## config.mk

```make
export PLATFORM = sky130hd
export DESIGN_NAME = add64_seq
export DESIGN_NICKNAME = d
export VERILOG_FILES = /design/src/rtl/add64_seq.sv
export SDC_FILE = /design/constraint.sdc
export NUM_CORES = 1
export LEC_CHECK = 0
export ABC_AREA = 1
export CAP_MARGIN = 20
export CORE_ASPECT_RATIO = 0.75
export CORE_MARGIN = 1.5
export CORE_UTILIZATION = 46
export DETAILED_ROUTE_END_ITERATION = 6
export PLACE_DENSITY = 0.8
export SLEW_MARGIN = 10
export SYNTH_ARGS = -nofsm -noshare
export SYNTH_HDL_FRONTEND = slang
export SYNTH_SLANG_ARGS = --single-unit
export TNS_END_PERCENT = 1
```

## constraint.sdc

```tcl
create_clock -name i_clk -period 1.6 [get_ports i_clk]
set_input_delay 0.16 -clock i_clk [delete_from_list [all_inputs] [get_ports i_clk]]
set_output_delay 0.16 -clock i_clk [all_outputs]
set_load 0.02 [all_outputs]
```

## src/rtl/add64_seq.sv

```systemverilog
// -----------------------------------------------------------------------------
// add64_seq
// Sequential 64-bit add/subtract built on a shared, external 32-bit adder.
// A request is accepted in IDLE, the low half is added in LO, the high half
// (with the low-half carry) in HI, and the result is presented in DONE until
// the downstream side accepts it.
//
// Ports
//   i_clk, i_rst_n           clock, asynchronous active-low reset
//   i_valid / o_ready        request handshake (o_ready = 1 only in IDLE)
//   i_a, i_b, i_sub          operands; i_sub = 1 selects A - B
//   o_valid / i_ready        result handshake (o_valid = 1 only in DONE)
//   o_sum, o_cout, o_ovf     result, carry out (no-borrow for subtract),
//                            signed overflow
//   o_add_a, o_add_b,
//   o_add_cin                operands driven to the external 32-bit adder
//   i_add_s, i_add_cout      combinational result of the external adder
// -----------------------------------------------------------------------------
module add64_seq (
   input  logic        i_clk,
   input  logic        i_rst_n,
   input  logic        i_valid,
   output logic        o_ready,
   input  logic [63:0] i_a,
   input  logic [63:0] i_b,
   input  logic        i_sub,
   output logic        o_valid,
   input  logic        i_ready,
   output logic [63:0] o_sum,
   output logic        o_cout,
   output logic        o_ovf,
   output logic [31:0] o_add_a,
   output logic [31:0] o_add_b,
   output logic        o_add_cin,
   input  logic [31:0] i_add_s,
   input  logic        i_add_cout
);

   typedef enum logic [1:0] {
      S_IDLE = 2'd0,
      S_LO   = 2'd1,
      S_HI   = 2'd2,
      S_DONE = 2'd3
   } state_t;

   state_t      r_state;
   state_t      w_next;

   logic [63:0] r_a;
   logic [63:0] r_beff;
   logic        r_sub;
   logic        r_carry_mid;
   logic [63:0] r_sum;
   logic        r_cout;
   logic        r_ovf;

   logic        w_accept;

   assign o_ready  = (r_state == S_IDLE);
   assign o_valid  = (r_state == S_DONE);
   assign w_accept = o_ready & i_valid;

   assign o_sum    = r_sum;
   assign o_cout   = r_cout;
   assign o_ovf    = r_ovf;

   // State register
   always_ff @(posedge i_clk or negedge i_rst_n) begin
      if (!i_rst_n) begin
         r_state <= S_IDLE;
      end else begin
         r_state <= w_next;
      end
   end

   // Next state and adder operand steering; adder inputs are zero outside LO/HI
   always_comb begin
      w_next    = r_state;
      o_add_a   = '0;
      o_add_b   = '0;
      o_add_cin = 1'b0;
      case (r_state)
         S_IDLE: begin
            if (i_valid) w_next = S_LO;
         end
         S_LO: begin
            o_add_a   = r_a[31:0];
            o_add_b   = r_beff[31:0];
            // Subtract is A + ~B + 1: the +1 enters as the low-half carry-in
            o_add_cin = r_sub;
            w_next    = S_HI;
         end
         S_HI: begin
            o_add_a   = r_a[63:32];
            o_add_b   = r_beff[63:32];
            o_add_cin = r_carry_mid;
            w_next    = S_DONE;
         end
         S_DONE: begin
            if (i_ready) w_next = S_IDLE;
         end
         default: begin
            w_next = S_IDLE;
         end
      endcase
   end

   // Operand capture and result accumulation
   always_ff @(posedge i_clk or negedge i_rst_n) begin
      if (!i_rst_n) begin
         r_a         <= '0;
         r_beff      <= '0;
         r_sub       <= 1'b0;
         r_carry_mid <= 1'b0;
         r_sum       <= '0;
         r_cout      <= 1'b0;
         r_ovf       <= 1'b0;
      end else begin
         case (r_state)
            S_IDLE: begin
               if (w_accept) begin
                  r_a    <= i_a;
                  r_beff <= i_b ^ {64{i_sub}};
                  r_sub  <= i_sub;
               end
            end
            S_LO: begin
               r_sum[31:0] <= i_add_s;
               r_carry_mid <= i_add_cout;
            end
            S_HI: begin
               r_sum[63:32] <= i_add_s;
               r_cout       <= i_add_cout;
               // Overflow: both addends share a sign that the result does not
               r_ovf        <= (r_a[63] == r_beff[63]) && (i_add_s[31] != r_a[63]);
            end
            default: begin
            end
         endcase
      end
   end

endmodule

```

After elaboration in Yosys (flattened, before gate mapping)
Index checks and enable logic that the tools add are counted.
{"block": "word_totals", "register_bits": 198, "inputBits": 166, "output_inout_bits": 133, "elab_cells": 28}
{"block": "classes", "n_eq_ne": 7, "muxes": 6, "bitwise_logic": 2, "reduce_logical": 4}
{"op": "$pmux W32 S2", "n": 2}
{"op": "$xor A64 B64 Y64", "n": 1}
{"op": "$pmux W2 S4", "n": 1}
{"op": "$eq A2 B2 Y1 const B", "n": 2}
{"op": "$mux W2", "n": 2}
{"op": "$reduce_and A2 Y1", "n": 2}
{"op": "$eq A2 B1 Y1 const B", "n": 1}
{"op": "$logic_not A2 Y1", "n": 1}
{"op": "$ne A2 B1 Y1 const B", "n": 1}
{"op": "$ne A2 B2 Y1 const B", "n": 1}
{"op": "$pmux W1 S2", "n": 1}
{"op": "$and A1 B1 Y1", "n": 1}
{"op": "$eq A1 B1 Y1", "n": 1}
{"op": "$logic_and A1 B1 Y1", "n": 1}
{"op": "$ne A1 B1 Y1", "n": 1}

Logic depth before layout (Yosys ltp)
Gate-level depths: netlist (run 1).
{"block": "logic_depth", "ltp_word": 3, "ltp_mapped": 8, "ltp_nobuf": 6}

Least setup slack after synthesis (run 1)
No wires, ideal clock.
{"block": "synth_path", "path_kind": "register to output", "from": "register r_state[1]", "to": "output o_add_a[0]", "arrival_time_ns": 1.458, "slack_ns": -0.018, "path_stages_with_launch": 8, "n_path_buf": 3, "path_cell_list": "dfrtp_1 > inv_1 > ha_1 > buf_2 > buf_4 > buf_6 > nand2_1 > a21oi_1"}
{"block": "synth_via", "elab_chain_len": 2, "word_cells_on_any_way": 3}
{"item": "start, declared", "line": "46", "rtl": "state_t r_state;"}
{"item": "start signal, assigned", "line": "72", "rtl": "r_state <= w_next;"}
{"item": "$eq A2 B2 Y1 or $eq A2 B1 Y1 (tied branches)", "line": "82", "rtl": "case (r_state)"}
{"item": "$pmux W32 S2 (*)", "line": "82"}
{"item": "end, declared", "line": "32", "rtl": "output logic [31:0] o_add_a,"}
Every way passes the cells marked *; elsewhere a longest branch is shown, timed or not.

Worst setup path after layout (run 1)
{"block": "layout_path", "from": "register r_state[1]", "to": "output o_add_a[27]"}
The elaborated chain is that of the path after synthesis.

==> flow_summary.yaml, run 1 <==
outcome:
  status: "finished, violations left"
  violations: "setup timing"
critical_path:
  start_kind: "flip-flop"
  path_max_fanout: 7
  crit_arrival_ns: 1.85
  endpoint_kind: "output pin"
  cp.required_ns: 1.44
  critical_path_class: "flip-flop to output pin"
global_route:
  first_global_vias: 8229
  antenna_found_initial: 2
  grt_first_pass_wirelength_um: 42300
  globalRouteOverflowTotal: 0
  grt_max_degree: 64
  grt_use_total: 0.265
cells_and_area:
  fin_cells: 1642
  final_util: 0.718
  nets: 1546
  drive_gt1_frac: 0.211
  fill_cells: 1454
  area.growth.synth_to_final_pct: 53.4
  layout.cells.most_common: "nand2_1"
  design_area_sq_um: 13900
  layout_common_cells: "586 x nand2_1, 198 x dfrtp_1, 187 x clkdlybuf4s50_1"
clock_tree:
  insertion_delay_ns: 0.43
  cts_buffer_depth: 2
  cts.sinks: 198
  cts_root_buffer: "clkbuf_16"
  cts_buffers: 17
  cts_htree_levels: 4
  clk_pin_slew_ns: 0.08
  cts_tree: "built"
worst_hold_path:
  hp-class: "primary input to flip-flop"
synth:
  synth.avg_cell_area_sq_um: 8.44
  synth_top_area_frac: 0.548
  synthTopCellsByArea: "dfrtp_1 55%, nand2_1 26%, xor2_1 6.2%"
  synth.largest_area_cell: "dfrtp_1"
  ys_types: 16
  ys_warn_count: 0
  syn-cell-area_sq_um: 9050
  postSynthCellCount: 1072
  synth_nets: 1243
  ys_seq_area_frac: 0.548
  synth-seq-cells: 198
timing:
  fin_ws_ns: -0.407
  hold_ws_ns: 0.258
  setup_violations: 93
  max_slew_margin: 0.641
  hold_viol: 0
  tightest_slew_ns: 0.539
  final.setup.tns_ns: -31.57
  rsz0062_at_grt: "yes"
  slew_violations: 0
  fin_skew_ns: 0.00934
  period_minus_slack_ns: 2.01
  fmax_mhz: 498
  post-route-period-util: 1.25
pwr:
  power.density_nw_per_um2: 2060
  p_leak_nw: 6.99
  p_total_mw: 28.6
  ir_drop_uv: 1360
drt:
  wl_um: 28600
  drt-initial-drc-count: 669
  dr.pass1.iters: 5
  vias_per_cell: 5.10
  wl_per_cell_um: 17.4
  drt.antenna.violating_nets: 0
  drc: 0
  dr_total_vias: 8368
place:
  portBuffers: 298
  dp_cells: 1593
  gp_congestion: 0.853
  post-place-ws_ns: -0.478
  dp_hpwl_um: 18100
  post_dp_cell_area_sq_um: 12500
floorplan:
  core_sq_um: 19300
  die_y_um: 124
  rows: 44
  dieWidth_um: 165
  die-area_sq_um: 20500
  io_pins: 299
  start_util: 0.468
job:
  max_cap_viol_count: 0
-- path summary, 6_finish.rpt --
kind	start	depth (start not counted)	end	slack [ns]
min	i_a[31]	3	r_a[31]	0.26
min in group asynchronous	i_rst_n	2	o_sum[49]	0.27
max in group asynchronous	i_rst_n	3	r_beff[4]	0.72
min reg2reg	o_sum[52]	2	o_sum[52]	0.47
max	r_state[1]	7	o_add_a[27]	-0.41
max reg2reg	r_state[1]	6	o_sum[26]	-0.33
-- synth_stat cells --
cell / instances
a21oi_1: 66
buf_2: 49
buf_4: 4
buf_6: 6
clkbuf_1: 8
clkinv_1: 1
dfrtp_1: 198
ha_1: 5
inv_1: 6
inv_2: 1
mux2_2: 32
nand2_1: 625
nand3_1: 1
nor2_1: 3
o21ai_0: 3
xor2_1: 64
-- state kept, by name (all words and copies together), names as in the netlist --
name,count
r_a,64
o_ovf,1
r_state,2
r_beff,64
o_cout,1
o_sum,64
r_carry_mid,1
r_sub,1
-- worst max-delay path, stage by stage, from the launching register on --
cell and delay (ns):
dfrtp_1 0.43, inv_2 0.11, ha_4 0.16, buf_12 0.16, buf_6 0.16, nand2_2 0.07
a21oi_2 0.17, buf_6 0.15
-- repair_timing --
item,CTS,global route
hold buffers,1,0
pin swaps,19,44
hold endpoints to repair,50,0
endpoints found under the setup margin,136,162
cloned,4,7
gates resized for setup,367,160
buffers inserted,5,3
-- cell families (layout without fill, tap and decap cells) --
| family | Yosys count | in the layout | share of synthesized area |
|---|---|---|---|
| AO/OA/AOI/OAI | 69 | 69 | 0.0382 |
| XOR/XNOR | 64 | 64 | 0.0619 |
| adder cells (fa/ha/maj) | 5 | 5 | 0.00691 |
| buffers and inverters | 75 | 391 | 0.0445 |
| flip-flops | 198 | 198 | 0.548 |
| multiplexers | 32 | 32 | 0.0398 |
| other | 0 | 1 | 0 |
| AND/OR/NAND/NOR | 629 | 629 | 0.261 |
-- power by group --
group | switching [mW] | internal (mW) | leakage (nW) | total, mW
registers | 1.50 | 7.42 | 2.44 | 8.92
logic | 8.62 | 6.77 | 4.26 | 15.4
clock network | 2.09 | 2.23 | 0.283 | 4.32
total | 12.2 | 16.4 | 6.99 | 28.6
-- per-layer routing --
layer  wire (um)  part of all wire  GRT usage  vias up
li1            -                 -          -     3893
met1       11600              0.41      0.335     4065
met2       13800              0.48      0.438      362
met3        2590             0.090     0.0793       46
met4         558             0.020     0.0774        2
met5          20           0.00070          0        -
-- area by class of cell --
class	instances	area [sq um]	share of cell area
Sequential cell	198	4950	0.357
Multi-Input combinational cell	799	4100	0.295
Timing Repair Buffer	351	3870	0.279
Clock buffer	18	429	0.0309
Tap cell	253	317	0.0228
Clock inverter	14	164	0.0118
Inverter	8	40.0	0.00288
Antenna cell	1	2.50	0.000180
(Power assumes the default switching activity.)
==> run 2: changes to the inputs <==
--- a/config.mk
+++ b/config.mk
@@ -8,7 +8,7 @@
 export ABC_AREA = 1
 export CAP_MARGIN = 20
 export CORE_ASPECT_RATIO = 0.75
-export CORE_MARGIN = 1.5
+export CORE_MARGIN = 8
 export CORE_UTILIZATION = 46
 export DETAILED_ROUTE_END_ITERATION = 6
 export PLACE_DENSITY = 0.8
==> run 2 against run 1 <==
Effect of this change:
- the flow still finishes with violations (setup timing)
- fmax hardly changed
- clock skew is 0.0032 ns higher
- count of clock-buffer cells in the layout stayed put
- clock power is 4% lower
- non-clock buffer count is 13 higher
- power is 1.6% lower
- sequential cell count stayed put
- final area is 0.29% lower
- critical endpoint is now o_add_a[6]
- highest routed layer unchanged
==> flow_summary.yaml, run 2 (synthesis results as in run 1) <==
outcome:
  status: "finished, violations left"
  violations: "setup timing"
cells_and_area:
  area.sequential_sq_um: 4950
  fill_cells: 1450
  drive_gt1_frac: 0.195
  area.growth.synth_to_final_pct: 53.0
  nets: 1559
  layout_common_cells: "604 x nand2_1, 198 x dfrtp_1, 177 x clkdlybuf4s50_1"
  layout.cells.most_common: "nand2_1"
  multi_input_area_sq_um: 3970
floorplan:
  die_y_um: 137
  rows: 44
  core_sq_um: 19300
  dieWidth_um: 178
  io_pins: 299
  die-area_sq_um: 24500
  start_util: 0.468
critical_path:
  crit_arrival_ns: 1.85
  rr_startpoint: "r_state[1]"
  critical_path_class: "flip-flop to output pin"
  cp-startpoint: "r_state[1]"
  slowest_stage: "dfrtp_1"
  critical_path_buf_inv_count: 4
  cp_top_family: "buffers and inverters"
  crit_chain: "inv_2 -> ha_4 -> buf_12 -> buf_12 -> nand2_2 -> a21oi_2 -> buf_4"
  cp_common_cell: "buf_12"
  path_max_fanout: 6
  cp.required_ns: 1.44
  endpoint_kind: "output pin"
  start_kind: "flip-flop"
  critPathMaxStageDelay_ns: 0.43
clock_tree:
  cts_tree: "built"
  insertion_delay_ns: 0.43
  clk_pin_slew_ns: 0.08
  cts_root_buffer: "clkbuf_16"
  cts.sinks: 198
  cts_htree_levels: 4
  cts_buffers: 17
  cts_buffer_depth: 2
place:
  dp_hpwl_um: 21000
  portBuffers: 298
  post-place-ws_ns: -0.435
  gp_congestion: 0.869
timing:
  fin_skew_ns: 0.0125
  slew_violations: 0
  hold_ws_ns: 0.257
  hold_viol: 0
  rsz0062_at_grt: "yes"
  fin_ws_ns: -0.409
  post-route-period-util: 1.26
  max_slew_margin: 0.685
  tightest_slew_ns: 0.472
  fmax_mhz: 498
  setup_violations: 67
  period_minus_slack_ns: 2.01
global_route:
  grt_max_degree: 70
  grt_use_total: 0.235
  first_global_vias: 8385
  antenna_found_initial: 2
  globalRouteOverflowTotal: 0
  grt_first_pass_wirelength_um: 45000
worst_hold_path:
  hp-class: "primary input to asynchronous set/reset pin"
drt:
  vias_per_cell: 5.09
  drt-initial-drc-count: 739
  drt.antenna.violating_nets: 0
  dr.pass1.iters: 5
  drc: 0
  dr_total_vias: 8424
  wl_um: 29900
  wl_per_cell_um: 18.1
pwr:
  ir_drop_uv: 1340
  p_leak_nw: 7.03
  power.density_nw_per_um2: 2040
job:
  max_cap_viol_count: 0
-- run 2: changes by cell type in the layout (fill, tap and decap cells not counted), moves of 3 or more --
cell and delta:
buf_12 +3, dlygate4sd2_1 +15, a21oi_1 +12, a21oi_2 -10, buf_4 +9, nand2_1 +18
clkdlybuf4s50_1 -10, buf_8 +3, ha_4 -3, buf_16 +3, nand2_2 -19, dlymetal6s2s_1 -4
clkbuf_16 -4
-- run 2: worst reg2reg max path, stage by stage (launching register included) --
cell	delay, ns
dfrtp_1	0.43
inv_2	0.10
ha_4	0.22
buf_4	0.15
buf_12	0.19
mux2_2	0.38
-- run 2: final timing paths --
kind | cells after the start | end | slack (ns)
max | 7 | o_add_a[6] | -0.41
min | 2 | r_beff[55] | 0.26
max reg2reg | 5 | o_sum[21] | 0.02
min reg2reg | 2 | o_sum[36] | 0.47
max in group asynchronous | 3 | r_a[47] | 0.75
min in group i_clk | 3 | r_a[32] | 0.26
-- run 2: per-layer routing --
metal	up-vias	wire length, um	global-route usage	part of all wire
met3	38	2920	0.0775	0.098
met4	2	582	0.0707	0.019
met2	392	14100	0.381	0.47
met5	-	9	0	0.00030
met1	4074	12300	0.297	0.41
li1	3918	-	-	-
-- run 2: stage by stage --
stage                util  cell area [sq um]  std cells  TNS [ns]  power (mW)
floorplan               -               9050       1072    -0.165        15.9
global placement    0.657              12700       1605    -29.53        22.3
detailed placement  0.657              12700       1605    -33.59        22.7
CTS                 0.697              13500       1648    -23.28        27.7
global route        0.716              13800       1655    -29.68        29.8
finish              0.716              13800       1655    -22.68        28.2
-- run 2: report_power, final --
| group | leakage (nW) | internal (mW) | switching, mW |
|---|---|---|---|
| clock network | 0.272 | 2.07 | 2.08 |
| registers | 2.44 | 7.42 | 1.51 |
| logic | 4.32 | 6.75 | 8.35 |
-- run 2: cell type report --
type,count,share of cell area
sequential,198,0.358
timing repair buffer,364,0.289
multi-input combinational,799,0.287
clock buffer,18,0.0310
tap,253,0.0229
clock inverter,14,0.0101
inverter,8,0.00280
antenna,1,0.000181
-- run 2: timing repair --
item / in CTS / in global routing
setup buffers: 7 / 4
pin swaps: 45 / 15
gates resized for setup: 411 / 94
setup endpoints to repair: 235 / 265
hold buffers: 1 / 0
hold endpoints to repair: 42 / 0
cloned: 3 / 2
